<file path="config.mk">
export PLATFORM = sky130hd
export DESIGN_NAME = div_32_32
export DESIGN_NICKNAME = d
export VERILOG_FILES = /design/src/rtl/div_32_32.sv
export SDC_FILE = /design/constraint.sdc
export NUM_CORES = 1
export LEC_CHECK = 0
export ABC_AREA = 1
export BUFFER_PORTS_ARGS = -buffer_cell sky130_fd_sc_hd__buf_2
export CORE_ASPECT_RATIO = 0.8
export CORE_MARGIN = 2
export CORE_UTILIZATION = 40
export DETAILED_ROUTE_END_ITERATION = 16
export PLACE_DENSITY = 0.56
export SETUP_SLACK_MARGIN = 0.5
export SKIP_LAST_GASP = 1
export SLEW_MARGIN = 30
export SYNTH_ARGS = -nofsm -noshare
export SYNTH_HDL_FRONTEND = slang
export SYNTH_SLANG_ARGS = --single-unit
</file>
<file path="constraint.sdc">
create_clock -name clk -period 2.77 [get_ports clk]
set_input_delay 0.277 -clock clk [delete_from_list [all_inputs] [get_ports clk]]
set_output_delay 0.277 -clock clk [all_outputs]
set_load 0.01 [all_outputs]
</file>
<file path="src/rtl/div_32_32.sv">
// div_32_32 -- iterative radix-2 restoring divider, sign-magnitude.
//
// Computes quotient and remainder of div_a / div_b, one quotient bit per
// cycle, with truncating (C-style) signed semantics. A zero divisor
// short-circuits straight to DONE with quo = all ones and rem = div_a.
//
// Ports:
//   clk, rst_n        clock, async active-low reset
//   div_flush         (only with DIV_FLUSH_EN) sync abort back to IDLE
//   div_valid/ready   request handshake; ready only in IDLE
//   div_signed        1 = two's-complement operands
//   div_a, div_b      dividend, divisor
//   div_out_valid/ready  result handshake
//   div_quo, div_rem  result; held until the next result loads
//   div_by_zero       current result came from a zero divisor
//
// Optional feature macro: DIV_FLUSH_EN (adds div_flush).
module div_32_32 #(
  parameter int WIDTH = 32
) (
  input  logic             clk,
  input  logic             rst_n,
`ifdef DIV_FLUSH_EN
  input  logic             div_flush,
`endif
  input  logic             div_valid,
  output logic             div_ready,
  input  logic             div_signed,
  input  logic [WIDTH-1:0] div_a,
  input  logic [WIDTH-1:0] div_b,
  output logic             div_out_valid,
  input  logic             div_out_ready,
  output logic [WIDTH-1:0] div_quo,
  output logic [WIDTH-1:0] div_rem,
  output logic             div_by_zero
);

  localparam int CW = $clog2(WIDTH);

  typedef enum logic [1:0] {IDLE, CALC, FIX, DONE} state_e;

  state_e           state_q;
  logic [CW-1:0]    cnt_q;
  logic             a_neg_q, b_neg_q;
  logic [WIDTH-1:0] dvd_q;   // dividend, shifts out MSB-first; quotient shifts in at LSB
  logic [WIDTH-1:0] dvs_q;   // |divisor|
  logic [WIDTH-1:0] prem_q;  // partial remainder, always < |divisor|
  logic             ready_q, out_valid_q, dbz_q;
  logic [WIDTH-1:0] quo_q, rem_q;

  // operand magnitudes at the accept edge
  logic             a_neg_d, b_neg_d;
  logic [WIDTH-1:0] a_mag_d, b_mag_d;

  always_comb begin
    a_neg_d = div_signed & div_a[WIDTH-1];
    b_neg_d = div_signed & div_b[WIDTH-1];
    a_mag_d = a_neg_d ? (~div_a + 1'b1) : div_a;
    b_mag_d = b_neg_d ? (~div_b + 1'b1) : div_b;
  end

  // one restoring step; shifted needs WIDTH+1 bits since 2*prem can exceed 2^WIDTH-1
  logic [WIDTH:0]   shifted_d, diff_d;
  logic             qbit_d;
  logic [WIDTH-1:0] prem_d, dvd_d;

  always_comb begin
    shifted_d = {prem_q, dvd_q[WIDTH-1]};
    diff_d    = shifted_d - {1'b0, dvs_q};
    qbit_d    = ~diff_d[WIDTH];
    prem_d    = qbit_d ? diff_d[WIDTH-1:0] : shifted_d[WIDTH-1:0];
    dvd_d     = {dvd_q[WIDTH-2:0], qbit_d};
  end

  always_ff @(posedge clk or negedge rst_n) begin
    if (!rst_n) begin
      state_q     <= IDLE;
      cnt_q       <= '0;
      a_neg_q     <= 1'b0;
      b_neg_q     <= 1'b0;
      dvd_q       <= '0;
      dvs_q       <= '0;
      prem_q      <= '0;
      ready_q     <= 1'b1;
      out_valid_q <= 1'b0;
      dbz_q       <= 1'b0;
      quo_q       <= '0;
      rem_q       <= '0;
    end else begin
`ifdef DIV_FLUSH_EN
      if (div_flush) begin
        // flush wins over accept and handoff; result registers untouched
        state_q     <= IDLE;
        ready_q     <= 1'b1;
        out_valid_q <= 1'b0;
      end else
`endif
      case (state_q)
        IDLE: if (div_valid) begin
          a_neg_q <= a_neg_d;
          b_neg_q <= b_neg_d;
          dvd_q   <= a_mag_d;
          dvs_q   <= b_mag_d;
          prem_q  <= '0;
          cnt_q   <= '0;
          ready_q <= 1'b0;
          if (div_b == '0) begin
            quo_q       <= '1;
            rem_q       <= div_a;
            dbz_q       <= 1'b1;
            out_valid_q <= 1'b1;
            state_q     <= DONE;
          end else begin
            state_q <= CALC;
          end
        end
        CALC: begin
          prem_q <= prem_d;
          dvd_q  <= dvd_d;
          cnt_q  <= cnt_q + 1'b1;
          if (cnt_q == CW'(WIDTH-1)) state_q <= FIX;
        end
        FIX: begin
          // -2^(W-1) / -1 yields magnitude 2^(W-1); negating it wraps back to itself
          quo_q       <= (a_neg_q ^ b_neg_q) ? (~dvd_q + 1'b1) : dvd_q;
          rem_q       <= a_neg_q ? (~prem_q + 1'b1) : prem_q;
          dbz_q       <= 1'b0;
          out_valid_q <= 1'b1;
          state_q     <= DONE;
        end
        DONE: if (div_out_ready) begin
          out_valid_q <= 1'b0;
          ready_q     <= 1'b1;
          state_q     <= IDLE;
        end
        default: state_q <= IDLE;
      endcase
    end
  end

  assign div_ready     = ready_q;
  assign div_out_valid = out_valid_q;
  assign div_quo       = quo_q;
  assign div_rem       = rem_q;
  assign div_by_zero   = dbz_q;

endmodule

</file>
======== Word level (Yosys, flattened, before mapping) ========
Cells that the tools add are included.
operators by class
  multiply operators ...................... 0
  reductions and logical operators ........ 12
  $add $sub $neg .......................... 6
  eq/ne operators ......................... 8
  $lt $le $gt $ge ......................... 0
  multiplexer cells ....................... 30
  bitwise gates (word level) .............. 8
  divide/modulo/power cells ............... 0
  shift operators ......................... 0
operator list
  operator                                                          number
  32-bit two-way mux                                                11
  32-bit one-hot mux with 2 select lines                            4
  32-bit by 1-bit adder with 32-bit output (second input constant)  4
  32-bit inverter                                                   4
  33-bit by 32-bit subtractor with 33-bit output                    1
  32-bit logical NOT                                                1
  5-bit one-hot mux with 2 select lines                             1
  3-bit AND reduction                                               3
  2-bit two-way mux                                                 4
  2-bit inequality test (second input constant)                     4
  2-bit one-hot mux with 4 select lines                             1
  2-bit nonzero test                                                3
  5-bit by 1-bit adder with 5-bit output (second input constant)    1
  5-bit == test (second input constant)                             1
  1-bit two-way mux                                                 5
  5-bit two-way mux                                                 1
  2-bit == test (second input constant)                             2
  1-bit one-hot mux with 2 select lines                             2
  2-bit AND reduction                                               2
  4-bit AND reduction                                               1
  1-bit one-hot mux with 3 select lines                             1
  3-bit nonzero test                                                1
  1-bit bitwise AND                                                 2
  2-bit by 1-bit == test with 1-bit output (second input constant)  1
  3 further kinds                                                   3
word-level totals
  logic and storage cells ................. 76
  memories ................................ 0
  input port bits ......................... 69
  output and inout port bits .............. 67
  flip-flop bits (word level) ............. 172
  bits in read-only memories .............. 0
  latch bits .............................. 0
  memory bits (writable) .................. 0

======== Logic depth before layout (Yosys ltp) ========
  depth after elaboration ................. 5
  gate-level depth with buffers ........... 18
  mapped depth without buffers ............ 17

======== Least setup slack after synthesis ========
No wires, ideal clock.
  kind .................................... reg-to-reg
  start ................................... register dvd_q[31]
  end ..................................... register prem_q[22]
  arrival time ............................ 2.067 ns
  period minus slack after synthesis ...... 2.185 ns
  stages on the path, launching flop included .. 19
  library setup time ...................... 0.117 ns
  data required time ...................... 2.653 ns
  slack ................................... 0.585 ns
  buffers on the path ..................... 1
  cells stage by stage .................... dfrtp_1 > inv_1 > ha_1 > fa_1 > inv_1 > nand2_1 > nand2_1 > nand3_1 > nand2_2 > nand2_2 > nand2_4 > nand2_4 > nand2_4 > nand2_8 > nand2_8 > buf_12 > nand2_2 > nand3_1 > nand2_1
between the ends
  word-level cells in the longest chain between the ends .. 3
RTL lines
  what                                            RTL line  source
  start: declaration                              45        logic [WIDTH-1:0] dvd_q;
  start signal: assignment                        102       dvd_q <= a_mag_d;
  start signal: assignment                        119       dvd_q <= dvd_d;
  33-bit by 32-bit subtractor with 33-bit output  69        diff_d = shifted_d - {1'b0, dvs_q};
  32-bit two-way mux                              71        prem_d = qbit_d ? diff_d[WIDTH-1:0] : shifted_d[WIDTH-1:0];
  32-bit one-hot mux with 2 select lines          98        case (state_q)
  end signal: assignment                          118       prem_q <= prem_d;
  end: declaration                                47        logic [WIDTH-1:0] prem_q;
No other way between the ends.
A chain may end at the register's enable or synchronous reset.

======== Final worst setup path ========
  start ................................... register dvs_q[0]
  end ..................................... register prem_q[12]
between the ends
  word-level cells in the longest chain between the ends .. 3
RTL lines
  what                                            RTL line  source
  start: declaration                              46        logic [WIDTH-1:0] dvs_q;
  start signal: assignment                        103       dvs_q <= b_mag_d;
  33-bit by 32-bit subtractor with 33-bit output  69
  32-bit two-way mux                              71
  32-bit one-hot mux with 2 select lines          98
No other way between the ends.

==> run_results.csv <==
group,metric,value,unit
floorplan,coreArea,34700,µm²
global_route,antenna_found_initial,1,
sta,setup_viol,0,
routing,vias,14785,
pwr,netSwitchingPower,11.9,mW
pwr,pwr-share-comb,68.6,%
critical_path,cp-start-kind,"flop",
synth,synth_nets,2322,
pwr,p_seq_share,20.4,%
global_route,met1_usage,44.1,%
synth,synth_cells,2210,
critical_path,endpoint_kind,"flop",
routing,totalWireLength,50000,µm
flow_run,maxCapViolCount,0,
sta,timing.fmax,429,MHz
synth,avgSynthCellArea,6.34,µm²
pwr,pwr_density_cell,1330,nW/µm²
floorplan,die-area,36600,µm²
pwr,pwr-share-clk,11.0,%
synth,synth-edff-count,0,
floorplan,ioPinCount,136,
global_route,grt_pass1_vias,13447,
global_route,grt.busiest_layer,"met1",
critical_path,worst-setup-path-type,"flop to flop",
placed_design,place_congestion,1.01,
synth,ys_ff_latch,172,
sta,tns,0,ns
synth,synthFlopType,"dfrtp_1",
clock_network,cts_made_buffers,17,
clock_network,clkTransAtPathRegs,0.07,ns
pwr,cell_internal_pwr,10.4,mW
clock_network,cts_tree,"done",
critical_path,critical_path.max_stage_delay,0.42,ns
critical_path,arrival,2.67,ns
final_layout,layout-drive-gt1-share,17.4,%
clock_network,clk_latency,0.46,ns
routing,ant_nets,0,
critical_path,critPathRequiredTime,3.11,ns
pwr,power_leakage,8.57,nW
synth,synth.cell_area,14000,µm²
final_layout,num_antenna_cells,0,
synth,ys_warn_count,0,
routing,firstDrtPassIters,6,
synth,synth.distinct_cells,53,
floorplan,fp-row-count,61,
floorplan,die_y,171,µm
floorplan,start_util,40.5,%
global_route,grtUsageMet2,38.0,%
pwr,ir_drop,0.538,mV
global_route,grt_usage,27.8,%
global_route,use_met3,5.79,%
global_route,overflow,0,
clock_network,ctsRootBufferMaster,"clkbuf_16",
min_path,worstHoldPathType,"primary input to flop",
synth,synthArstFlopShare,100,%
sta,layout_min_cycle_time,2.33,ns
critical_path,path_max_fanout,7,
routing,drt_iter0_drc,1509,
outcome,status,"finished, final reports clean",
final_layout,syn_to_final_growth,20.4,%
routing,detail_route.wl_per_cell,17.5,µm
global_route,grt_pass1_wl,77200,µm
routing,drc,0,
clock_network,cts_buffer_depth,2,
critical_path,crit_chain,"ha_4, fa_2, inv_2, nand2_1, nand2_1, nand3_1, nand2_2, nand2_2, nand2_4, nand2_8, nand2_8, nand2_8, buf_12, nand2_8, nand2_1, nand3_1, nand2_1",
clock_network,ctsHtreeMaxLevel,4,
placed_design,hpwl,38700,µm
sta,slew_viol_final,0,
sta,worst_clock_skew,0.0158,ns
synth,ys_seq_area_share,30.7,%
critical_path,critical-path-slowest-cell,"dfrtp_1",
sta,hold_viol,0,
clock_network,cts_sinks,172,
placed_design,placed_area,15200,µm²
pwr,switching_share,53.4,%
sta,relSlewSlack,56.2,%
sta,rsz0062_at_grt,"true",
placed_design,portBuffers,135,
floorplan,die_w,213,µm
routing,via_per_inst,5.19,
final_layout,fin_area,16900,µm²
final_layout,nets,2480,
sta,fin_crit_sh,84.1,%
global_route,grt_max_degree,66,
sta,worst_slew_pin_slew,0.654,ns
[cell usage after synthesis, drive strengths merged, types with 2 or more instances]
| library cell | number | area (µm²) |
|---|---|---|
| a21oi | 92 | 479 |
| a31oi | 5 | 31.3 |
| and2 | 4 | 25.0 |
| and3 | 3 | 18.8 |
| buf | 37 | 259 |
| clkbuf | 30 | 113 |
| clkinv | 2 | 7.51 |
| dfrtp | 171 | 4280 |
| ha | 42 | 526 |
| inv | 307 | 1150 |
| nand2 | 723 | 2820 |
| nand3 | 228 | 1200 |
| nand3b | 6 | 45.0 |
| nand4 | 34 | 219 |
| nor2 | 239 | 947 |
| nor3 | 25 | 130 |
| nor3b | 3 | 22.5 |
| nor4 | 2 | 12.5 |
| o211ai | 13 | 97.6 |
| o21ai | 125 | 626 |
| o21bai | 5 | 37.5 |
| o221ai | 3 | 26.3 |
| o31ai | 6 | 45.0 |
| or2 | 17 | 106 |
| xnor2 | 15 | 131 |
| xor2 | 66 | 578 |
[placed cells by master (no fill, tap or decap), types with 21 or more instances in the layout]
master,instances
buf_4,45
dfrtp_1,158
nor3_1,21
o21ai_0,113
nand3_1,213
buf_2,134
xor2_1,66
nor2_1,217
nand2_1,675
a21oi_1,87
nand4_1,33
inv_2,30
nand2_2,32
inv_1,275
ha_4,28
[worst paths after layout]
path / start / slack [ns] / to / depth (start not counted)
worst max-delay path: dvs_q[0] / 0.44 / prem_q[12] / 17
worst min-delay path: div_a[8] / 0.09 / div_rem[8] / 3
worst max register to register: dvs_q[0] / 0.44 / prem_q[12] / 17
worst min register to register: div_rem[17] / 0.48 / div_rem[17] / 2
max in group asynchronous: rst_n / 1.66 / dvs_q[23] / 3
min in group asynchronous: rst_n / 0.31 / dvd_q[7] / 2
[metrics by stage]
step	utilization, %	instances	power (mW)	hold slack (ns)	setup WS (ns)
4_1_cts	47.3	2838	21.1	0.0642	0.490
6_report	48.7	2851	22.4	0.0942	0.441
3_3_place_gp	44.0	2784	17.3	0.234	0.267
3_5_place_dp	44.0	2784	17.3	0.233	0.198
5_1_grt	48.7	2851	24.3	0.0874	0.336
2_1_floorplan	-	2210	13.6	-0.0186	0.585
[routing by layer]
| metal | routed length, µm | share of wire (%) | vias to the layer above |
|---|---|---|---|
| met3 | 3980 | 8.0 | 44 |
| met4 | 631 | 1.3 | 0 |
| met5 | 0 | 0 | - |
| met1 | 25700 | 52 | 6887 |
| li1 | - | - | 7325 |
| met2 | 19600 | 39 | 529 |
[timing repair]
item,in CTS,in global routing
endpoints found under the hold margin,39,0
pin swaps,6,10
buffers inserted,16,12
gates cloned,7,1
gates resized for setup,52,99
hold buffers,1,0
setup endpoints to repair,36,108
[final cells by class]
cell class                      count  area (µm²)
Timing Repair Buffer              199        1340
Fill cell                        3620       17800
Inverter                          309        1170
Clock inverter                     13         144
Clock buffer                       17         425
Sequential cell                   172        4320
Timing Repair inverter              1        5.00
Tap cell                          472         591
Multi-Input combinational cell   1668        8880
[critical path, delay by kind of cell (launching register included)]
kind | cells | cell delay, ns
fa+ha+maj | 2 | 0.55
buf+inv | 2 | 0.24
flops | 1 | 0.42
simple gates | 13 | 0.99
[cells by family after synthesis]
group	after synthesis	share of synthesized area, %
AND/OR/NAND/NOR	1285	39.6
buffers and inverters	376	10.9
XOR/XNOR	81	5.06
AO/OA/AOI/OAI	253	9.79
flip-flops	172	30.7
adder cells (fa/ha/maj)	43	3.89
[flip-flops by register name (all words and copies together) (netlist names)]
signal	cells
prem_q	32
b_neg_q	1
div_ready	1
div_rem	32
div_by_zero	1
dvs_q	32
dvd_q	32
cnt_q	5
div_out_valid	1
div_quo	32
a_neg_q	1
state_q	2
[power groups by stage]
| stage | sequential (mW) | clock (mW) | combinational, mW |
|---|---|---|---|
| global route | 4.68 | 2.60 | 17.0 |
| CTS | 4.48 | 2.50 | 14.1 |
| finish | 4.55 | 2.46 | 15.4 |
| global placement | 4.43 | 0 | 12.9 |
| floorplan | 4.34 | 0 | 9.27 |
| detailed placement | 4.45 | 0 | 12.9 |
No activity file was read; power rests on OpenSTA's default activity.
